[src/rtl/ctrl_pkg.sv]
// rtl/ctrl_pkg.sv - shared master indices, grant encodings and channel state type
package ctrl_pkg;
    localparam int M1 = 0;
    localparam int M2 = 1;
    localparam int M3 = 2;
    localparam int NUM_MASTERS = M3 + 1;

    localparam logic [1:0] ACC_NONE = 2'd0;
    localparam logic [1:0] ACC_M1   = 2'd1;
    localparam logic [1:0] ACC_M2   = 2'd2;
    localparam logic [1:0] ACC_M3   = 2'd3;

    typedef enum logic [2:0] {IDLE, LOAD, REQ, XFER, DONE} chan_state_t;

    // Grant code the controller drives on accmodule for a given master index.
    function automatic logic [1:0] grant_code(input int idx);
        case (idx)
            M1:      return ACC_M1;
            M2:      return ACC_M2;
            M3:      return ACC_M3;
            default: return ACC_NONE;
        endcase
    endfunction
endpackage

[src/rtl/req_channel.sv]
// rtl/req_channel.sv - one master's job FIFO plus request/beat-count FSM
// Optional starvation timer built when REQ_TIMEOUT_EN is defined.
module req_channel
    import ctrl_pkg::*;
#(
    parameter int         DEPTH      = 4,
    parameter int         LEN_W      = 4,
    parameter int         TIMEOUT    = 64,
    parameter logic [1:0] GRANT_CODE = ACC_M1
) (
    input  logic             clk,
    input  logic             reset,
    input  logic             job_valid,
    input  logic [LEN_W-1:0] job_len,
    output logic             job_ready,
    input  logic [1:0]       accmodule,
    output logic             req,
    output logic             done,
    output logic             busy,
    output logic             preempt,
    output logic             starve
);
    localparam int AW = $clog2(DEPTH);

    logic [LEN_W-1:0] mem_q [DEPTH];
    logic [AW-1:0]    wr_ptr_q, rd_ptr_q;
    logic [AW:0]      count_q;
    logic             push, pop, grant;
    chan_state_t      state_q, state_d;
    logic [LEN_W-1:0] rem_q, rem_d, head;

    assign job_ready = (count_q != (AW+1)'(DEPTH));
    assign push      = job_valid & job_ready;
    assign grant     = (accmodule == GRANT_CODE);
    assign head      = mem_q[rd_ptr_q];
    assign busy      = (state_q != IDLE) || (count_q != '0);

    always_ff @(posedge clk) begin
        if (push) mem_q[wr_ptr_q] <= job_len;
    end

    always_ff @(posedge clk) begin
        if (reset) begin
            wr_ptr_q <= '0;
            rd_ptr_q <= '0;
            count_q  <= '0;
            state_q  <= IDLE;
            rem_q    <= '0;
        end else begin
            if (push) wr_ptr_q <= wr_ptr_q + AW'(1);
            if (pop)  rd_ptr_q <= rd_ptr_q + AW'(1);
            count_q <= count_q + (AW+1)'(push) - (AW+1)'(pop);
            state_q <= state_d;
            rem_q   <= rem_d;
        end
    end

    // Grants outside REQ/XFER fall through untouched: the controller misbehaving must not move us.
    always_comb begin
        state_d = state_q;
        rem_d   = rem_q;
        req     = 1'b0;
        done    = 1'b0;
        preempt = 1'b0;
        pop     = 1'b0;
        case (state_q)
            IDLE: begin
                if (count_q != '0) state_d = LOAD;
            end
            LOAD: begin
                pop     = 1'b1;
                rem_d   = (head == '0) ? LEN_W'(1) : head;
                state_d = REQ;
            end
            REQ: begin
                req = 1'b1;
                if (grant) begin
                    rem_d   = rem_q - LEN_W'(1);
                    state_d = (rem_q == LEN_W'(1)) ? DONE : XFER;
                end
            end
            XFER: begin
                req = 1'b1;
                if (grant) begin
                    rem_d = rem_q - LEN_W'(1);
                    if (rem_q == LEN_W'(1)) state_d = DONE;
                end else begin
                    preempt = 1'b1;
                    state_d = REQ;
                end
            end
            DONE: begin
                done    = 1'b1;
                state_d = (count_q != '0) ? LOAD : IDLE;
            end
            default: state_d = IDLE;
        endcase
    end

`ifdef REQ_TIMEOUT_EN
    localparam int WW = $clog2(TIMEOUT + 1);
    logic [WW-1:0] wait_q;
    logic          starve_q;

    always_ff @(posedge clk) begin
        if (reset) begin
            wait_q   <= '0;
            starve_q <= 1'b0;
        end else if (state_q == REQ) begin
            if (wait_q != WW'(TIMEOUT)) wait_q <= wait_q + WW'(1);
            if (wait_q == WW'(TIMEOUT - 1)) starve_q <= 1'b1;
        end else begin
            wait_q <= '0;
        end
    end

    assign starve = starve_q;
`else
    assign starve = 1'b0;
`endif
endmodule

[src/rtl/access_requester.sv]
// rtl/access_requester.sv - three-master job feeder for the access controller
// Optional starvation flags built when REQ_TIMEOUT_EN is defined.
module access_requester
    import ctrl_pkg::*;
#(
    parameter int DEPTH   = 4,
    parameter int LEN_W   = 4,
    parameter int CNT_W   = 8,
    parameter int TIMEOUT = 64
) (
    input  logic               clk,
    input  logic               reset,
    input  logic [2:0]         job_valid,
    input  logic [3*LEN_W-1:0] job_len,
    output logic [2:0]         job_ready,
    input  logic [1:0]         accmodule,
    output logic [2:0]         req,
    output logic [2:0]         done,
    output logic [2:0]         busy,
    output logic [CNT_W-1:0]   nb_preempt,
    output logic [2:0]         starve
);
    logic [2:0]       preempt;
    logic [CNT_W-1:0] nb_preempt_q, nb_preempt_d;
    logic [CNT_W:0]   pre_sum;
    logic [1:0]       n_pre;

    for (genvar g = M1; g < NUM_MASTERS; g++) begin : g_chan
        req_channel #(
            .DEPTH     (DEPTH),
            .LEN_W     (LEN_W),
            .TIMEOUT   (TIMEOUT),
            .GRANT_CODE(grant_code(g))
        ) u_chan (
            .clk      (clk),
            .reset    (reset),
            .job_valid(job_valid[g]),
            .job_len  (job_len[g*LEN_W +: LEN_W]),
            .job_ready(job_ready[g]),
            .accmodule(accmodule),
            .req      (req[g]),
            .done     (done[g]),
            .busy     (busy[g]),
            .preempt  (preempt[g]),
            .starve   (starve[g])
        );
    end

    // Summed rather than OR-ed so simultaneous preemptions are not lost.
    always_comb begin
        n_pre        = 2'(preempt[M1]) + 2'(preempt[M2]) + 2'(preempt[M3]);
        pre_sum      = {1'b0, nb_preempt_q} + (CNT_W+1)'(n_pre);
        nb_preempt_d = pre_sum[CNT_W] ? '1 : pre_sum[CNT_W-1:0];
    end

    always_ff @(posedge clk) begin
        if (reset) nb_preempt_q <= '0;
        else       nb_preempt_q <= nb_preempt_d;
    end

    assign nb_preempt = nb_preempt_q;
endmodule
[config.mk]
export PLATFORM = sky130hd
export DESIGN_NAME = access_requester
export DESIGN_NICKNAME = d
export VERILOG_FILES = /design/src/rtl/ctrl_pkg.sv /design/src/rtl/req_channel.sv /design/src/rtl/access_requester.sv
export SDC_FILE = /design/constraint.sdc
export NUM_CORES = 1
export LEC_CHECK = 0
export CORE_AREA = 5 5 118 120
export DETAILED_ROUTE_END_ITERATION = 10
export DIE_AREA = 0 0 123 125
export GPL_TIMING_DRIVEN = 0
export PLACE_DENSITY_LB_ADDON = 0.3
export SYNTH_ARGS = -nofsm -noshare
export SYNTH_HDL_FRONTEND = slang
export SYNTH_SLANG_ARGS = --single-unit
[constraint.sdc]
create_clock -name clk -period 8.4 [get_ports clk]
set_input_delay 2.1 -clock clk [delete_from_list [all_inputs] [get_ports clk]]
set_output_delay 2.1 -clock clk [all_outputs]
set_load 0.01 [all_outputs]
# After elaboration in Yosys (flattened, before gate mapping)
# Memory sizes are Yosys's and may differ from the RTL's. A register that Yosys moved wholly into a read port is not among the register bits.
# Cells that the tools add are included.
# classes
mux,58
n_reduce_logical,27
bitwise,3
n_addsub,18
eq_ne,33
# ops
operator,n
$mux 3,15
$pmux 3 s5,3
$mux 1,24
$mux 4,6
$pmux 4 s2,3
$eq 3x2->1 const B,6
$ne 2x1->1 const B,9
$ne 3x3->1 const B,6
$reduce_bool 3->1,6
$add 2x1->2 const B,6
$eq 4x1->1 const B,3
$logic_not 4->1,3
$mux 2,6
$sub 4x1->4 const B,3
$add 3x1->3,3
$add 8x2->9,1
$eq 3x1->1 const B,3
$eq 3x3->1 const B,3
$logic_not 3->1,3
$reduce_and 3->1,3
$sub 3x1->3,3
$mux 8,1
$reduce_and 2->1,3
$reduce_bool 2->1,3
other kinds (7),14
# totals
mem_bits_rw,48
ff_bits,50
input_bits,19
wordCells,158
mem_count,3
# mem_list
memory,depth,word_bits,read_ports,rd_ports_with_merged_regs,wr,line,rtl
g_chan[0].u_chan.mem_q,4,4,1,1,1,req_channel.sv:25,logic [LEN_W-1:0] mem_q [DEPTH];
g_chan[1].u_chan.mem_q,4,4,1,1,1,req_channel.sv:25,
g_chan[2].u_chan.mem_q,4,4,1,1,1,req_channel.sv:25,

# Longest topological paths before layout
# depth
ltp_word,7
ltp_mapped,12
ltp_nobuf,10

# Hierarchy
# From an unflattened synthesis, not the netlist that was laid out.
# unflattened
hier_cells,422
hier_area_um2,4857.2
# modules_own_cells
module,cells_each,n_inst,seq_area_each_um2,area_per_inst_um2
req_channel (g_chan[1].u_chan),128,1,800.8,1486.4
req_channel (g_chan[0].u_chan),122,1,800.8,1480.2
req_channel (g_chan[2].u_chan),127,1,800.8,1471.4
access_requester,45,1,160.2,419.2

# Worst setup path after synthesis
# Ideal clock, no wire load.
# synth_timing
path_type,input to register
from,input accmodule[1]
to,register nb_preempt_q[6] (netlist: nb_preempt[6])
arrival_ns,4.014
slack_ns,4.308
n_path_buf,0
required_time_ns,8.322
setup_ns,0.078
path_stages,9
cell_sequence,nand2b_1 -> nand3_1 -> fa_1 -> inv_1 -> ha_1 -> fa_1 -> and4_1 -> and4_1 -> nor3_1
# synth_via
elab_chain_len,7
word_cells_on_any_way,13
# synth_lines
item,line,rtl
start: declaration,access_requester.sv:16,"input logic [1:0] accmodule,"
$eq 2x1->1 or $eq 2x2->1 (tied branches),req_channel.sv:34,assign grant = (accmodule == GRANT_CODE);
$mux 1,req_channel.sv:84,if (grant) begin
$mux 1,req_channel.sv:66,case (state_q)
$add 1x1->2,access_requester.sv:51,n_pre = 2'(preempt[M1]) + 2'(preempt[M2]) + 2'(preempt[M3]);
$add 2x1->2 *,access_requester.sv:51,
$add 8x2->9 *,access_requester.sv:52,"pre_sum = {1'b0, nb_preempt_q} + (CNT_W+1)'(n_pre);"
$mux 8 *,access_requester.sv:53,nb_preempt_d = pre_sum[CNT_W] ? '1 : pre_sum[CNT_W-1:0];
end signal: assignment,access_requester.sv:58,else nb_preempt_q <= nb_preempt_d;
end: declaration,access_requester.sv:24,"logic [CNT_W-1:0] nb_preempt_q, nb_preempt_d;"
# Mark *: on every way between the ends. The rest lies on a longest branch, timed or not.
# A chain may end at the register's enable or synchronous reset.

# Worst setup path after layout
# layout_timing
from,input accmodule[1]
to,register nb_preempt_q[3] (netlist: nb_preempt[3])
# Same word-level chain as after synthesis.

==> reports/results.ini <==
[grt]
globalRouteTotalUtil=0.130
grt_start_max_net_pins=19
grt_pass1_wl_mm=15.9
antenna_violations_before_repair=0
gr-total-overflow=0
number_of_global_route_vias_before_repair=3327

[worst_setup_path]
timing.critical_path.to_type=register
critPathLaunchType=input pin
peak_fanout_along_the_critical_path=8
cp-endpoint=nb_preempt[3]
crit_path_start=accmodule[1]
reg2reg_setup_slack_ns=5.44
critical_path_arrival_ns=4.82
worstPathCellList=clkdlybuf4s50_1 > nand2b_1 > nand3_1 > fa_1 > inv_1 > ha_1 > fa_1 > and4_1 > nand3_1 > a31oi_1
crit_type=in -> reg
r2r_cells=11
crit_path_max_incr_delay_ns=0.66
timing.rr.start=g_chan[2].u_chan.state_q[1]
regToRegEndpoint=nb_preempt[3]
timing.critical_path.required_ns=8.59
critical-path-slowest-cell=sky130_fd_sc_hd__clkdlybuf4s50_1

[hold_path]
min_delay_path_depth=2
min_path_type=reg -> reg

[sta]
fmax_mhz=216
timing_worst_slew_pin_value_ns=0.811
grt_setup_unrepaired=no
setup-tns-final_ns=0
report.final.setup_viol=0
slew_viol_final=0
min_hold_slack_ns=0.486
maxSlewHeadroom=0.460
clock-skew-final_ns=0.00527
min_period_over_period=0.551
final_count_of_hold_timing_violations=0
timing.final.ws_setup_ns=3.77
min_period_ns=4.63

[outcome]
run_status=completed

[cts]
post-cts-setup-buffer-count=0
clkLatencyLatePin_ns=0.34
cts_max_path_buffers=2
clock_sinks=104
ctsResizeCount=0
clockRootBuffer=sky130_fd_sc_hd__clkbuf_16
clk_pin_slew_worst_paths_ns=0.07
cts-buffers-inserted=9
ctsHoldBuffers=0
cts_max_level=3
tritoncts=yes

[synth]
ys_warn_count=0
area_leader_netlist=sky130_fd_sc_hd__edfxtp_1
yosys_register_bits=104
post_synth_instance_area_um2=4940
synth_seq_area_share=0.519
synth_enable_flop_cells=48
post_synth_top_flop=sky130_fd_sc_hd__dfxtp_1
synth-async-reset-ratio=0
synth.top_cells.by_area=sky130_fd_sc_hd__edfxtp_1, sky130_fd_sc_hd__dfxtp_1, sky130_fd_sc_hd__ha_1
synthDominantCellAreaShare=0.292
postSynthCellCount=428
synth_cell_types=49
syn_area_per_cell_um2=11.5

[route]
post_drt_wl_per_cell_um=14.5
antenna_violating_nets_post_route=0
via_count=3305
drt_pre_antenna_iters=5
postRouteWirelength_mm=9.55
detail_route.drc_violations=0
avgViaCountPerCell=5.02
number_of_drc_violations_after_detailed_routing_iteration_0=212

[die]
die_h_um=125
num_io_pins=42
core_area_um2=12900
die-area_um2=15400
dieWidth_um=123
fp-row-count=42
floorplan.initialDensity=0.384

[placement]
finalWeightedCongestion=0.791
pre_cts_ws_ns=3.42
dp.final_hpwl_mm=7.00
placement.io_buffers=37

[layout]
synthToLayoutAreaGrowth_pct=18.2
num-fill-cells=1160
post_route_cells_drive_above_1_share=0.0994
finish.net_count=528
antenna_cells=0

[pwr]
power.leakage_nw=2.18
peakVddDrop_v=0.000101
power.density_nw_per_um2=283

[job]
maxCapViolations=0

## power breakdown
part	internal, mW	leakage, nW	switching, mW
Clock	0.224	0.147	0.190
Combinational	0.284	1.14	0.261
Sequential	0.620	0.898	0.0711
Total	1.13	2.18	0.522
## worst min path at each step
stage	startpoint	endpoint
floorplan	g_chan[2].u_chan.rd_ptr_q[0]	register
global placement	g_chan[0].u_chan.rd_ptr_q[0]	g_chan[0].u_chan.rd_ptr_q[0]
detailed placement	g_chan[0].u_chan.rd_ptr_q[0]	register
CTS	g_chan[0].u_chan.rd_ptr_q[0]	register
global route	g_chan[2].u_chan.rd_ptr_q[0]	register
finish	g_chan[0].u_chan.rd_ptr_q[0]	register
## per-layer routing
metal	global-route usage	vias up	wire (um)
met5	0	-	0
met4	0.0573	0	187
met3	0.0235	15	431
met2	0.215	61	4540
met1	0.166	1584	4390
li1	-	1645	-
## state kept, by name, indices dropped and copies added (netlist names), named ones only
register                cells
g_chan.u_chan.count_q       9
nb_preempt                  8
g_chan.u_chan.rd_ptr_q      6
g_chan.u_chan.mem_q        48
g_chan.u_chan.state_q       9
g_chan.u_chan.wr_ptr_q      6
g_chan.u_chan.rem_q        12
## layout by cell type, fill, tap and decap left out, types with 4 or more instances in the layout
master / n
sky130_fd_sc_hd__a21oi_1: 22
sky130_fd_sc_hd__a22oi_1: 4
sky130_fd_sc_hd__a2bb2oi_1: 8
sky130_fd_sc_hd__and2_1: 7
sky130_fd_sc_hd__and3_1: 13
sky130_fd_sc_hd__buf_4: 15
sky130_fd_sc_hd__clkbuf_1: 9
sky130_fd_sc_hd__clkbuf_16: 10
sky130_fd_sc_hd__clkdlybuf4s50_1: 37
sky130_fd_sc_hd__dfxtp_1: 56
sky130_fd_sc_hd__edfxtp_1: 48
sky130_fd_sc_hd__fa_1: 5
sky130_fd_sc_hd__ha_1: 26
sky130_fd_sc_hd__inv_1: 50
sky130_fd_sc_hd__mux4_2: 9
sky130_fd_sc_hd__nand2_1: 11
sky130_fd_sc_hd__nand2b_1: 5
sky130_fd_sc_hd__nand3_1: 15
sky130_fd_sc_hd__nor2_1: 18
sky130_fd_sc_hd__nor2b_1: 4
sky130_fd_sc_hd__nor3_1: 12
sky130_fd_sc_hd__nor3b_1: 13
sky130_fd_sc_hd__o21ai_0: 11
sky130_fd_sc_hd__o32ai_1: 6
sky130_fd_sc_hd__or3_1: 7
## cell type report
type | count | area, um^2 | share of cell area
plain buffers | 28 | 184 | 0.0315
clock buffers | 11 | 254 | 0.0435
clock inverters | 5 | 46.3 | 0.00793
inverters | 50 | 188 | 0.0322
multi-input cells | 248 | 2010 | 0.345
flip-flops and latches | 104 | 2560 | 0.439
well taps | 176 | 220 | 0.0377
repair buffers | 37 | 370 | 0.0635
## critical path, delay by kind of cell
family / cells / cell delay, ns
simple gates: 4 / 0.77
buf+inv: 2 / 0.70
compound gates: 1 / 0.11
fa+ha+maj: 3 / 1.15
## per-stage QoR
stage | instances | util | area, um^2 | power (mW)
5_1_grt | 659 | 0.453 | 5840 | 1.76
6_report | 659 | 0.453 | 5840 | 1.65
3_3_place_gp | 643 | 0.430 | 5540 | 1.23
4_1_cts | 659 | 0.453 | 5840 | 1.67
3_5_place_dp | 643 | 0.430 | 5540 | 1.25
2_1_floorplan | 430 | - | 4950 | 1.09
## cells by family after synthesis
logic type / after synthesis / share of synthesized area
and+or+nand+nor: 128 / 0.157
DFF: 104 / 0.519
buffers and inverters: 78 / 0.0752
AOI/OAI and AO/OA: 69 / 0.0965
adders and majority gates: 31 / 0.0861
muxes: 12 / 0.0570
xor gates and xnor gates: 5 / 0.00887
other: 1 / 0.000759
## cell usage after synthesis, types with 9 or more instances
| master | number |
|---|---|
| sky130_fd_sc_hd__inv_1 | 50 |
| sky130_fd_sc_hd__dfxtp_1 | 56 |
| sky130_fd_sc_hd__nand2_1 | 11 |
| sky130_fd_sc_hd__mux4_2 | 9 |
| sky130_fd_sc_hd__and3_1 | 13 |
| sky130_fd_sc_hd__nor2_1 | 18 |
| sky130_fd_sc_hd__a21oi_1 | 22 |
| sky130_fd_sc_hd__o21ai_0 | 11 |
| sky130_fd_sc_hd__buf_4 | 15 |
| sky130_fd_sc_hd__nand3_1 | 15 |
| sky130_fd_sc_hd__nor3b_1 | 13 |
| sky130_fd_sc_hd__ha_1 | 26 |
| sky130_fd_sc_hd__nor3_1 | 12 |
| sky130_fd_sc_hd__edfxtp_1 | 48 |
Power figures use the tool's default switching activity.
